File: src/rtl/laser_trip_ctrl.sv
`default_nettype none
// ============================================================================
//  Module   : laser_trip_ctrl
//  Purpose  : Paces laser-sensor ADC sampling, calibrates a baseline light
//             level on arming, then watches for the beam being broken using
//             a fixed margin below the baseline and a consecutive-sample
//             debounce. It also latches sensor faults (response timeout or
//             a baseline that is too dim).
//  Options  : LASER_FAIL_SECURE_EN - when defined, entering FAULT also
//             raises laser_triggered so a dead sensor still trips the alarm.
//  Revision : 1.0 - initial release
// ============================================================================
module laser_trip_ctrl #(
  parameter int ADC_W        = 12,
  parameter int CAL_LOG2     = 4,
  parameter int DEBOUNCE     = 4,
  parameter int MARGIN       = 256,
  parameter int MIN_BASELINE = 1024,
  parameter int SAMPLE_DIV   = 50000,
  parameter int TIMEOUT      = 1000
) (
  input  logic             clock,
  input  logic             rst,
  input  logic [1:0]       system_state,
  output logic             sample_req,
  input  logic             sample_valid,
  input  logic [ADC_W-1:0] sample_data,
  output logic             laser_triggered,
  output logic             fault,
  output logic [ADC_W-1:0] baseline,
  output logic [2:0]       ctrl_state
);

  localparam int DIV_W = (SAMPLE_DIV > 2) ? $clog2(SAMPLE_DIV) : 1;
  localparam int TO_W  = $clog2(TIMEOUT + 1);
  localparam int CNT_W = CAL_LOG2 + 1;
  localparam int DB_W  = $clog2(DEBOUNCE + 1);
  localparam int ACC_W = ADC_W + CAL_LOG2;

  localparam logic [DIV_W-1:0] DIV_RELOAD = DIV_W'(SAMPLE_DIV - 1);
  localparam logic [TO_W-1:0]  TO_MAX     = TO_W'(TIMEOUT);
  localparam logic [CNT_W-1:0] CAL_LAST   = CNT_W'((1 << CAL_LOG2) - 1);
  localparam logic [DB_W-1:0]  DB_LAST    = DB_W'(DEBOUNCE - 1);
  localparam logic [ADC_W-1:0] MARGIN_V   = ADC_W'(MARGIN);
  localparam logic [ADC_W-1:0] MIN_V      = ADC_W'(MIN_BASELINE);

  localparam logic [1:0] SYS_IDLE = 2'b00;
  localparam logic [1:0] SYS_SET  = 2'b01;

`ifdef LASER_FAIL_SECURE_EN
  localparam logic FAIL_SECURE = 1'b1;
`else
  localparam logic FAIL_SECURE = 1'b0;
`endif

  typedef enum logic [2:0] {
    ST_IDLE    = 3'd0,
    ST_CAL     = 3'd1,
    ST_MONITOR = 3'd2,
    ST_TRIPPED = 3'd3,
    ST_FAULT   = 3'd4
  } state_t;

  state_t           state;
  logic [DIV_W-1:0] div_cnt;
  logic             outstanding;
  logic [TO_W-1:0]  out_cnt;
  logic [ACC_W-1:0] acc;
  logic [CNT_W-1:0] cal_cnt;
  logic [DB_W-1:0]  below_cnt;

  logic             accept;
  logic [ACC_W-1:0] acc_next;
  logic [ADC_W-1:0] cal_baseline;
  logic [ADC_W-1:0] threshold;
  logic             below_hit;

  // A sample only counts when it answers a request we actually issued
  assign accept       = outstanding & sample_valid;
  assign acc_next     = acc + {{CAL_LOG2{1'b0}}, sample_data};
  assign cal_baseline = acc_next[ACC_W-1:CAL_LOG2];
  assign threshold    = baseline - MARGIN_V;
  assign below_hit    = sample_data < threshold;
  assign ctrl_state   = state;

  // Controller state, sample pacing, request tracking and registered outputs
  always_ff @(posedge clock) begin
    if (rst) begin
      state           <= ST_IDLE;
      sample_req      <= 1'b0;
      laser_triggered <= 1'b0;
      fault           <= 1'b0;
      baseline        <= '0;
      div_cnt         <= '0;
      outstanding     <= 1'b0;
      out_cnt         <= '0;
      acc             <= '0;
      cal_cnt         <= '0;
      below_cnt       <= '0;
    end else if (system_state == SYS_IDLE) begin
      // Abort beats everything; any sample arriving now is dropped and
      // the last baseline is kept for reporting.
      state           <= ST_IDLE;
      sample_req      <= 1'b0;
      laser_triggered <= 1'b0;
      fault           <= 1'b0;
      div_cnt         <= '0;
      outstanding     <= 1'b0;
      out_cnt         <= '0;
      acc             <= '0;
      cal_cnt         <= '0;
      below_cnt       <= '0;
    end else begin
      sample_req <= 1'b0;
      case (state)
        ST_IDLE: begin
          if (system_state == SYS_SET) begin
            state       <= ST_CAL;
            div_cnt     <= DIV_RELOAD;
            outstanding <= 1'b0;
            out_cnt     <= '0;
            acc         <= '0;
            cal_cnt     <= '0;
            below_cnt   <= '0;
          end
        end

        ST_CAL, ST_MONITOR: begin
          if (div_cnt == '0) begin
            div_cnt <= DIV_RELOAD;
          end else begin
            div_cnt <= div_cnt - 1'b1;
          end

          // out_cnt counts the request cycle as 1, so the fault lands
          // TIMEOUT cycles after the request pulse.
          if (!outstanding) begin
            if (div_cnt == '0) begin
              sample_req  <= 1'b1;
              outstanding <= 1'b1;
              out_cnt     <= TO_W'(1);
            end
          end else if (accept) begin
            outstanding <= 1'b0;
            out_cnt     <= '0;
          end else if (out_cnt == TO_MAX) begin
            state           <= ST_FAULT;
            fault           <= 1'b1;
            laser_triggered <= FAIL_SECURE;
            outstanding     <= 1'b0;
            out_cnt         <= '0;
          end else begin
            out_cnt <= out_cnt + 1'b1;
          end

          if (accept && state == ST_CAL) begin
            acc     <= acc_next;
            cal_cnt <= cal_cnt + 1'b1;
            if (cal_cnt == CAL_LAST) begin
              baseline <= cal_baseline;
              if (cal_baseline < MIN_V) begin
                state           <= ST_FAULT;
                fault           <= 1'b1;
                laser_triggered <= FAIL_SECURE;
              end else begin
                state <= ST_MONITOR;
              end
            end
          end

          if (accept && state == ST_MONITOR) begin
            if (below_hit) begin
              below_cnt <= below_cnt + 1'b1;
              if (below_cnt == DB_LAST) begin
                state           <= ST_TRIPPED;
                laser_triggered <= 1'b1;
              end
            end else begin
              below_cnt <= '0;
            end
          end
        end

        ST_TRIPPED: begin
          laser_triggered <= 1'b1;
        end

        ST_FAULT: begin
          fault <= 1'b1;
        end

        default: begin
          state <= ST_IDLE;
        end
      endcase
    end
  end

endmodule
`default_nettype wire

File: config.mk
export PLATFORM = sky130hd
export DESIGN_NAME = laser_trip_ctrl
export DESIGN_NICKNAME = d
export VERILOG_FILES = /design/src/rtl/laser_trip_ctrl.sv
export SDC_FILE = /design/constraint.sdc
export NUM_CORES = 1
export LEC_CHECK = 0
export CORE_ASPECT_RATIO = 1.25
export CORE_UTILIZATION = 30
export CTS_CLUSTER_SIZE = 20
export DETAILED_ROUTE_END_ITERATION = 10
export PLACE_DENSITY_LB_ADDON = 0.25
export SLEW_MARGIN = 20
export SYNTH_ARGS = -nofsm -noshare
export SYNTH_HDL_FRONTEND = slang
export SYNTH_SLANG_ARGS = --single-unit
export TNS_END_PERCENT = 30
File: constraint.sdc
create_clock -name clock -period 3.7 [get_ports clock]
set_clock_uncertainty 0.15 [all_clocks]
set_input_delay 0.555 -clock clock [delete_from_list [all_inputs] [get_ports clock]]
set_output_delay 0.555 -clock clock [all_outputs]
set_load 0.01 [all_outputs]
# ---- Word level (Yosys, flattened, before mapping)
# Index checks and enable logic that the tools add are counted.
dict set report word_totals {
  wordCells 106
  ff_bits 69
}
dict set report classes {
  n_eq_ne 12
  magnitude_cmp 2
  bitwise_logic 4
  n_mux 53
  n_reduce_logical 18
  n_addsub 6
}
# cell n
set op_table {}
lappend op_table {{2-to-1 mux 16 bit} 4}
lappend op_table {{case mux 16 bit (2 select lines)} 2}
lappend op_table {{2-to-1 mux 10 bit} 5}
lappend op_table {{2-to-1 mux 3 bit} 13}
lappend op_table {{2-to-1 mux 1 bit} 20}
lappend op_table {{case mux 10 bit (2 select lines)} 1}
lappend op_table {{adder 16 x 12 -> 16 bit} 1}
lappend op_table {{logical NOT 16 bit} 1}
lappend op_table {{subtractor 16 x 1 -> 16 bit, second input constant} 1}
lappend op_table {{< comparator 12 x 11 -> 1 bit, second input constant} 1}
lappend op_table {{< comparator 12 bit} 1}
lappend op_table {{subtractor 12 x 9 -> 12 bit, second input constant} 1}
lappend op_table {{adder 10 x 1 -> 10 bit, second input constant} 1}
lappend op_table {{equality test 10 bit, second input constant} 1}
lappend op_table {{2-to-1 mux 5 bit} 2}
lappend op_table {{case mux 5 bit (2 select lines)} 1}
lappend op_table {{equality test 3 x 2 -> 1 bit, second input constant} 3}
lappend op_table {{case mux 3 bit (3 select lines)} 1}
lappend op_table {{AND reduction 3 bit} 3}
lappend op_table {{inequality test 2 bit, second input constant} 3}
lappend op_table {{case mux 1 bit (2 select lines)} 3}
lappend op_table {{case mux 3 bit (2 select lines)} 1}
lappend op_table {{nonzero test 2 bit} 3}
lappend op_table {{OR reduction 2 bit} 3}
lappend op_table {{other kinds (15)} 19}

# ---- Depth between registers and ports, before layout
dict set report logic_depth {
  depth_word 11
  mapped_depth 9
  ltp_nobuf 9
}

# ---- Worst setup path before layout
# OpenSTA, ideal clock, no wires.
dict set report synth_timing {
  kind {input to register}
  startpoint {input port sample_data[0]}
  endpoint {register laser_triggered}
  stages 8
  path_buffers 0
  arrival_time_ns 2.545
  setup_slack_ns 0.887
  required_time_ns 3.433
  path_cell_list {ha_1 fa_1 a21o_1 a221o_1 a41oi_1 a21o_1 o2111ai_1 a32o_1}
}
dict set report synth_between {
  elab_chain_len 9
  word_cells_on_any_way 10
  cone_classes {add/sub: 1; order compare: 2; mux: 7}
}
# element line
set synth_lines {}
lappend synth_lines {{start: declaration} 27} ;# input logic [ADC_W-1:0] sample_data,
lappend synth_lines {{adder 16 x 12 -> 16 bit} 80} ;# assign acc_next = acc + {{CAL_LOG2{1'b0}}, sample_data};
lappend synth_lines {{< comparator 12 x 11 -> 1 bit} 161} ;# if (cal_baseline < MIN_V) begin
lappend synth_lines {{2-to-1 mux 1 bit} 161}
lappend synth_lines {{2-to-1 mux 1 bit} 159} ;# if (cal_cnt == CAL_LAST) begin
lappend synth_lines {{2-to-1 mux 1 bit} 156} ;# if (accept && state == ST_CAL) begin
lappend synth_lines {{2-to-1 mux 1 bit} 174} ;# if (below_cnt == DB_LAST) begin
lappend synth_lines {{2-to-1 mux 1 bit} 172} ;# if (below_hit) begin
lappend synth_lines {{2-to-1 mux 1 bit (*)} 171} ;# if (accept && state == ST_MONITOR) begin
lappend synth_lines {{case mux 1 bit (2 select lines) (*)} 115} ;# case (state)
lappend synth_lines {{end signal: assignment} 164} ;# laser_triggered <= FAIL_SECURE;
lappend synth_lines {{end signal: assignment} 176} ;# laser_triggered <= 1'b1;
lappend synth_lines {{end signal: assignment} 185} ;# laser_triggered <= 1'b1;
lappend synth_lines {{end: declaration} 28} ;# output logic laser_triggered,
# Every way passes the cells marked *; elsewhere a longest branch is shown, timed or not.
# A chain may end at the register's enable or synchronous reset.

# ---- Final worst setup path
# Same ends and word-level chain as after synthesis.

==> run metrics <==
Hold Violations, Final=0; post-synth cell types=59; post-synthesis async set-or-reset flop share=0%; reg2reg path depth=6; Final min period=3039 ps; CORE AREA=between 10000 and 15000 µm²; vias in the first global route=3613; Mapped Cells=482; Hold Buf Count CTS=0; Final period util=between 80 and 90%; CTS resizes=0; DRT Wirelength=10.19 mm; Num CTS Buffers=9; outcome=finished, final reports clean; Maximum Capacitance Violations=0; Worst slew margin=53.81%; Arr. time, crit path=3110 ps; full die area=approximately 14000 µm²; Synth Cell Area=slightly above 4000 µm²; critical path capture point type=register; leading area contributor after synthesis=dfxtp_1; CTS Buffer Depth=2; Antenna diodes=0; layout cell share with drive strength beyond 1=approximately 7.5%; Post-CTS Setup Inserts=0; root buf cell=clkbuf_16; Die H=131.7 µm; main flop type after synthesis=dfxtp_1; DP HPWL=7.618 mm; Startpoint Class=primary input; Leakage Power=approximately 1.8 nW; Synth top area share=34.21%; IO Port Bufs=34; routability cong.=0.8029; final hold slack=305.7 ps; DRC violations left=0; Max Slew Vio Count=0; PwrDens=401.8 nW/µm²; most common cell after layout, fill and taps aside=dfxtp_1; largest net degree at the start of global routing=26; unrepaired setup endpoints after global routing=false; NumNets Final=between 500 and 600; H-tree levels=3; Setup violations, final=0; global-route wire length before repair=about 17 mm; syn_nets=532; Post-synth EDFFs=0; post-route ant nets=0; syn avg cell area=8.377 µm²; setup TNS=0 ps; Synth-to-Final Area Change=21.75%; hold path cells=2; Layout fillers=about 1400; Rows=47; worst min-delay path category=register to register; worst vdd ir=241.7 µV; most frequent cells in the layout=dfxtp_1, nand2_1, nor2_1; # clock sinks=69; DIE WIDTH=105.8 µm; Initial Utilization=30.65%; crit path kind=primary input to register; Total GRT Usage=15.45%; Warnings, synthesis=0; crit path max fanout=4; WL/cell=roughly 15 µm; Synth Register Bits=69; initial antenna violation count=0; number of vias per cell=5.241; grt total ovfl=0; register area share after synthesis=34.21%; Critical Path RT=3780 ps; I/O pin count=35; DRT Pass-1 Iters=4; CTS tree=done; Max Fclk=329.1 MHz; Vias=between 3000 and 4000; Least-Margin Pin Slew=692.1 ps; drt initial violations=111; synth top area cells=dfxtp_1, ha_1, xnor2_1; Clock transition at path regs=60 ps; Worst-Skew Late Latency=330 ps
[worst max-delay path: stages]
cell             delay, ps
clkdlybuf4s50_1        430
ha_1                   250
fa_1                   410
a21o_1                 210
a221o_1                330
a41oi_1                250
a21o_1                 170
o2111ai_1              200
a32o_1                 320
[worst paths after layout]
kind	to	start	slack, ps
worst max-delay path	laser_triggered$_SDFFE_PP0P_	sample_data[0]	660
worst min-delay path	cal_cnt[4]$_SDFFE_PP0P_	cal_cnt[4]$_SDFFE_PP0P_	310
worst max register to register	div_cnt[4]$_SDFFE_PP0P_	div_cnt[2]$_SDFFE_PP0P_	940
worst min register to register	cal_cnt[4]$_SDFFE_PP0P_	cal_cnt[4]$_SDFFE_PP0P_	310
[registers in the layout, summed over array words and instances, names as in the netlist]
register and flops:
laser_triggered 1, fault 1, baseline 12, outstanding 1, ctrl_state 3, acc 16, out_cnt 10, div_cnt 16
below_cnt 3, sample_req 1, cal_cnt 5
[report_power, final]
| part | leakage [nW] | total [W] | switching, W | internal [W] |
|---|---|---|---|---|
| registers | 0.558 | 0.000788 | 0.0000247 | 0.000764 |
| logic | 1.10 | 0.000254 | 0.000145 | 0.000109 |
| clock network | 0.158 | 0.000933 | 0.000327 | 0.000607 |
[routing by layer]
layer,vias up,global-route usage [%],part of all wire [%]
met2,64,26.91,49
li1,1824,-,-
met5,-,0,0
met4,0,7.330,3.4
met1,1721,17.73,44
met3,23,3.472,3.4
[stage by stage]
stage	instance area [µm²]	power, W	setup WS (ps)	util [%]	std cells
after floorplan	4038	0.0009792	887.5	-	482
after global placement	4588	0.001054	342.6	34.83	677
after detailed placement	4588	0.001058	294.0	34.83	677
after CTS	4913	0.002002	651.7	37.30	693
after global routing	4916	0.002066	536.3	37.32	693
final	4916	0.001975	661.5	37.32	693
[final cells by class]
cell class                      count  area [µm²]  share of cell area, %
Multi-Input combinational cell    373        2509                  51.03
Sequential cell                    69        1381                  28.10
Timing Repair Buffer               43       407.9                  8.297
Clock buffer                       10       239.0                  4.861
Tap cell                          171       214.0                  4.352
Clock inverter                      6       86.33                  1.756
Inverter                           21       78.83                  1.603
[Yosys cell counts (all sizes together), types with 10 or more instances]
cell / instances
dfxtp: 69
nor2: 47
nand2: 46
a21oi: 35
ha: 32
xnor2: 23
inv: 21
o21ai: 21
clkbuf: 19
nand3: 17
nor3: 15
a21o: 10
[cell families (layout without fill, tap and decap cells)]
logic type	Yosys count	after routing	synth area share, %
adder cells (fa/ha/maj)	33	33	10.41
multiplexers	2	2	0.5578
buffers and inverters	40	80	3.719
AO/OA/AOI/OAI	130	130	22.31
AND/OR/NAND/NOR	176	176	21.85
flip-flops	69	69	34.21
XOR/XNOR	32	32	6.941
No activity file was read; power rests on OpenSTA's default activity.
